## src/rtl/timer_pkg.sv

```systemverilog
// Shared types and constants for the mm:ss BCD timer blocks.
package timer_pkg;

  // Timer control states
  typedef enum logic [1:0] {
    IDLE   = 2'd0,
    RUN    = 2'd1,
    PAUSED = 2'd2,
    DONE   = 2'd3
  } state_t;

  // Largest legal ones digit and largest legal seconds-tens digit
  localparam logic [3:0] BCD_MAX      = 4'd9;
  localparam logic [3:0] SEC_TENS_MAX = 4'd5;

  // Digit field offsets in the 16-bit {min_tens, min_ones, sec_tens, sec_ones} packing
  localparam int SEC_ONES_LSB = 0;
  localparam int SEC_TENS_LSB = 4;
  localparam int MIN_ONES_LSB = 8;
  localparam int MIN_TENS_LSB = 12;

  // Saturate a digit at the given maximum
  function automatic logic [3:0] clamp_digit(input logic [3:0] d, input logic [3:0] max_d);
    return (d > max_d) ? max_d : d;
  endfunction

endpackage

```

## src/rtl/tick_sync.sv

```systemverilog
// Synchronizes the divided clock into clk and emits a 1-cycle pulse per rising edge.
module tick_sync #(
  parameter int SYNC_STAGES = 2  // must be at least 2
) (
  input  logic clk,
  input  logic rst,
  input  logic i_div_clk,
  output logic o_tick
);

  logic [SYNC_STAGES-1:0] r_sync;
  logic                   r_hist;

  // Shift div_clk through the synchronizer and keep one history bit for edge detection
  always_ff @(posedge clk or posedge rst) begin
    if (rst) begin
      r_sync <= '0;
      r_hist <= 1'b0;
    end else begin
      r_sync <= {r_sync[SYNC_STAGES-2:0], i_div_clk};
      r_hist <= r_sync[SYNC_STAGES-1];
    end
  end

  // A high level that follows a low one marks exactly one tick
  assign o_tick = r_sync[SYNC_STAGES-1] & ~r_hist;

endmodule

```

## src/rtl/countdown_timer.sv

```systemverilog
// BCD mm:ss countdown timer driven by ticks from the clock divider output.
module countdown_timer #(
  parameter int SYNC_STAGES = 2
) (
  input  logic        clk,
  input  logic        rst,
  input  logic        div_clk,
  input  logic        load,
  input  logic [15:0] load_bcd,
  input  logic        start,
  input  logic        pause,
  output logic [15:0] digits,
  output logic        running,
  output logic        expired,
  output logic        done
);
  import timer_pkg::*;

  logic        w_tick;
  state_t      r_state;
  state_t      w_state_next;
  logic [15:0] r_digits;
  logic [15:0] w_digits_next;
  logic [15:0] w_clamped;
  logic [15:0] w_decr;
  logic        w_done_next;
  logic        r_running;
  logic        r_expired;
  logic        r_done;

  tick_sync #(
    .SYNC_STAGES(SYNC_STAGES)
  ) u_tick_sync (
    .clk      (clk),
    .rst      (rst),
    .i_div_clk(div_clk),
    .o_tick   (w_tick)
  );

  // Clamp each loaded digit into its legal range
  always_comb begin
    w_clamped = '0;
    w_clamped[MIN_TENS_LSB +: 4] = clamp_digit(load_bcd[MIN_TENS_LSB +: 4], BCD_MAX);
    w_clamped[MIN_ONES_LSB +: 4] = clamp_digit(load_bcd[MIN_ONES_LSB +: 4], BCD_MAX);
    w_clamped[SEC_TENS_LSB +: 4] = clamp_digit(load_bcd[SEC_TENS_LSB +: 4], SEC_TENS_MAX);
    w_clamped[SEC_ONES_LSB +: 4] = clamp_digit(load_bcd[SEC_ONES_LSB +: 4], BCD_MAX);
  end

  // One-second BCD decrement with a borrow rippling from seconds-ones upward
  always_comb begin
    logic       w_borrow;
    logic [3:0] w_d;
    w_decr   = r_digits;
    w_borrow = 1'b0;

    w_d = r_digits[SEC_ONES_LSB +: 4];
    if (w_d == 4'd0) begin
      w_decr[SEC_ONES_LSB +: 4] = BCD_MAX;
      w_borrow = 1'b1;
    end else begin
      w_decr[SEC_ONES_LSB +: 4] = w_d - 4'd1;
    end

    w_d = r_digits[SEC_TENS_LSB +: 4];
    if (w_borrow) begin
      if (w_d == 4'd0) begin
        w_decr[SEC_TENS_LSB +: 4] = SEC_TENS_MAX;
      end else begin
        w_decr[SEC_TENS_LSB +: 4] = w_d - 4'd1;
        w_borrow = 1'b0;
      end
    end

    w_d = r_digits[MIN_ONES_LSB +: 4];
    if (w_borrow) begin
      if (w_d == 4'd0) begin
        w_decr[MIN_ONES_LSB +: 4] = BCD_MAX;
      end else begin
        w_decr[MIN_ONES_LSB +: 4] = w_d - 4'd1;
        w_borrow = 1'b0;
      end
    end

    // Minutes-tens is never zero here while a borrow is pending, because 0000 is never counted down
    w_d = r_digits[MIN_TENS_LSB +: 4];
    if (w_borrow && (w_d != 4'd0)) begin
      w_decr[MIN_TENS_LSB +: 4] = w_d - 4'd1;
    end
  end

  // Resolve load > start > pause > tick; an event not applicable in the current state falls through
  always_comb begin
    w_state_next  = r_state;
    w_digits_next = r_digits;
    w_done_next   = 1'b0;
    if (load && (r_state != RUN)) begin
      w_digits_next = w_clamped;
      w_state_next  = IDLE;
    end else if (start && ((r_state == IDLE) || (r_state == PAUSED)) && (r_digits != 16'h0000)) begin
      w_state_next = RUN;
    end else if (pause && (r_state == RUN)) begin
      w_state_next = PAUSED;
    end else if (pause && (r_state == PAUSED)) begin
      w_state_next = RUN;
    end else if (w_tick && (r_state == RUN)) begin
      w_digits_next = w_decr;
      if (r_digits == 16'h0001) begin
        w_state_next = DONE;
        w_done_next  = 1'b1;
      end
    end
  end

  // Register state, digits and the status flags derived from the next state
  always_ff @(posedge clk or posedge rst) begin
    if (rst) begin
      r_state   <= IDLE;
      r_digits  <= 16'h0000;
      r_running <= 1'b0;
      r_expired <= 1'b0;
      r_done    <= 1'b0;
    end else begin
      r_state   <= w_state_next;
      r_digits  <= w_digits_next;
      r_running <= (w_state_next == RUN);
      r_expired <= (w_state_next == DONE);
      r_done    <= w_done_next;
    end
  end

  assign digits  = r_digits;
  assign running = r_running;
  assign expired = r_expired;
  assign done    = r_done;

endmodule
```

## config.mk

```make
export PLATFORM = sky130hd
export DESIGN_NAME = countdown_timer
export DESIGN_NICKNAME = d
export VERILOG_FILES = /design/src/rtl/timer_pkg.sv /design/src/rtl/tick_sync.sv /design/src/rtl/countdown_timer.sv
export SDC_FILE = /design/constraint.sdc
export NUM_CORES = 1
export LEC_CHECK = 0
export CORE_ASPECT_RATIO = 1.25
export CORE_UTILIZATION = 42
export DETAILED_ROUTE_END_ITERATION = 6
export PLACE_DENSITY = 0.78
export SLEW_MARGIN = 20
export SYNTH_ARGS = -nofsm -noshare
export SYNTH_HDL_FRONTEND = slang
export SYNTH_HIERARCHICAL = 1
export SYNTH_SLANG_ARGS = --single-unit
```

## constraint.sdc

```tcl
create_clock -name clk -period 1.91 [get_ports clk]
set_input_delay 0.382 -clock clk [delete_from_list [all_inputs] [get_ports clk]]
set_output_delay 0.382 -clock clk [all_outputs]
set_load 0.03 [all_outputs]
```

==> qor.yml <==
logic_synthesis:
  synth.avg_cell_area_um2: 8.84
  ys_top_cells_by_area: "dfrtp_1 43%, nor2_1 4.3%, o21ai_0 3.6%"
  syn-num-nets: 181
  synth_top_area_cell: "dfrtp_1"
  yosysMostFrequentCell: "dfrtp_1"
  synth.distinct_cells: 41
  synth_flop_cell: "dfrtp_1"
  synthCells: 157
  synth_edf_count: 0
  ys_seq_elements: 24
  synthTopCellsByCount: "24 x dfrtp_1, 16 x nor2_1, 13 x inv_1"
  seq_area_frac_synth_pct: 43.3
  synth_top_area_share_pct: 43.3
  synthArstFlopShare_pct: 100
  ys_warn_count: 6
  synth_area_mm2: 0.00139
die:
  initial_core_util_pct: 45.8
  fp-row-count: 22
  die_h_um: 66.3
  dieArea_mm2: 0.00354
  design.core.area_mm2: 0.00303
  io_pins: 41
  chipWidth_um: 53.4
sta:
  drv_slew: 0
  fin_crit_sh_pct: 110
  min_period_ns: 2.10
  worst_slew_pin_slew_ns: 0.490
  setup_viol: 9
  skew_ns: 0.0154
  setup_slack_ns: -0.187
  slew_headroom_pct: 66.9
  tns_ns: -1.12
  grt_setup_unrepaired: "true"
  fmax_ghz: 0.477
  hold_violations: 0
global_route:
  grt_pass1_vias: 1535
  grt_antenna_before_repair: 0
  grt_max_degree: 22
  grt-ovfl-total: 0
  grt_pass1_wl_mm: 6.39
  grtUsageTotal_pct: 24.3
setup_path:
  worst-path-buf-inv: 1
  cp_cell_sequence: "or3_4 > or4_4 > buf_4 > o31ai_1 > a31oi_1"
  cp_data_required_time_ns: 2.10
  cpPeakStageDelay_ns: 0.61
  critPathSlowestCell: "or4_4"
  endpoint_kind: "flop"
  path_delay_family: "simple AND/OR/NAND/NOR gates"
  path_max_fanout: 7
  arrival_ns: 2.29
  start_kind: "flop"
  critical_path_class: "reg -> reg"
placed_design:
  gp_congestion: 0.827
  io_buffers: 40
  pre_cts_ws_ns: -0.442
  hpwl_mm: 2.83
clock_tree:
  clk_latency_ns: 0.32
  root_buffer: "clkbuf_4"
  cts_hold_buf: 0
  clock_sinks: 24
  cts_buffers: 3
  clkSlewWorstSetupHoldPaths_ns: 0.15
  htreeDepth: 1
  cts_tree: "built"
  clock_path_buffers: 2
run_status:
  outcome: "finished, violations left"
  failed_checks: "setup timing"
power:
  swShare_pct: 41.0
  p_int_mw: 1.12
  p_seq_share_pct: 35.5
  power_mw: 1.89
  power.density_cell_area_mw_per_mm2: 860
  ir_drop_mv: 0.518
  switchingPower_mw: 0.773
  combPwrFrac_pct: 51.7
  leakage_nw: 1.01
  clockPowerShare_pct: 12.8
cells_and_area:
  final_util_pct: 72.5
  nets: 251
  syn_to_final_growth_pct: 58.3
  diodes: 0
  drive_gt1_share_pct: 24.8
routing:
  vias: 1500
  drt_pass1_iterations: 4
  drt_iter0_drc: 86
  postRouteAntennaNets: 0
  drc: 0
  vias_per_cell: 5.73
  wl_per_cell_um: 15.6
  wl_mm: 4.10
job:
  timing.max_cap.violations: 0
min_path:
  hp-class: "in -> async"
-- placed cells by master (no fill, tap or decap), types with 5 or more instances in the layout --
| master | Yosys | routed |
|---|---|---|
| o211ai_1 | 6 | 6 |
| a21oi_1 | 9 | 9 |
| or4_1 | 5 | 5 |
| o21ai_0 | 10 | 9 |
| clkdlybuf4s50_1 | 0 | 28 |
| dfrtp_2 | 0 | 5 |
| nand2_1 | 10 | 10 |
| nor3_1 | 6 | 6 |
| buf_4 | 0 | 29 |
| dfrtp_1 | 24 | 19 |
| a31oi_1 | 5 | 5 |
| nor2_1 | 16 | 16 |
| inv_1 | 13 | 12 |
| dlymetal6s2s_1 | 0 | 11 |
-- cell families (layout without fill, tap and decap cells) --
kind of cell	count (synthesis)	after routing	share of synthesized area [%]
multiplexers	2	2	1.53
adder cells (fa/ha/maj)	2	2	1.80
XOR/XNOR	3	3	1.89
AO/OA/AOI/OAI	42	42	19.7
buffers and inverters	21	90	6.94
flip-flops	24	24	43.3
AND/OR/NAND/NOR	63	63	24.9
-- final cells by class --
class | instances | area (um2)
fillers | 236 | 832
multi-input cells | 112 | 779
repair buffers | 73 | 689
flip-flops and latches | 24 | 607
inverters | 13 | 48.8
well taps | 36 | 45.0
clock buffers | 4 | 26.3
-- final timing paths --
path	start	endpoint	slack (ns)	cells past startpoint
setup / recovery	digits[6]	digits[11]	-0.19	5
hold reg to reg	u_tick_sync/r_sync[0]	u_tick_sync/r_sync[1]	0.37	0
hold / removal	rst	u_tick_sync/r_sync[0]	0.24	2
max in group asynchronous	rst	digits[0]	1.27	3
setup reg to reg	digits[6]	digits[11]	-0.19	5
min in group clk	u_tick_sync/r_sync[0]	u_tick_sync/r_sync[1]	0.37	0
-- power by group through the flow --
stage                     combinational, mW  sequential (mW)  clock, mW
after floorplan                       0.294            0.881          0
after global placement                0.898            0.668          0
after detailed placement              0.926            0.675          0
after CTS                             0.949            0.670      0.245
after global routing                   1.04            0.680      0.270
final                                 0.977            0.671      0.241
-- per-stage QoR --
step,hold WS (ns),instances,instance area [um2]
floorplan,0.136,157,1410
global route,0.233,262,2200
global placement,0.344,255,2020
finish,0.242,262,2200
detailed placement,0.347,255,2020
CTS,0.244,261,2120
-- flip-flops by register name, indices dropped and copies added, names as in the netlist --
name                cells
digits                 16
r_state                 2
u_tick_sync/r_sync      2
done                    1
expired                 1
running                 1
u_tick_sync/r_hist      1
-- what timing repair did --
item / in CTS / in global routing
gates resized for setup: 12 / 18
setup endpoints to repair: 12 / 22
buffers inserted: 2 / 1
pin swaps: 13 / 6
-- per-layer routing --
layer  up-vias  track usage [%]  routed length [um]
met5         -                0                   0
met1       729             28.7                1660
met3         7             3.45                 178
met4         0             8.88                  74
met2        55             43.0                2190
li1        709                -                   -
Note: power is estimated with default switching activity, not from simulation.
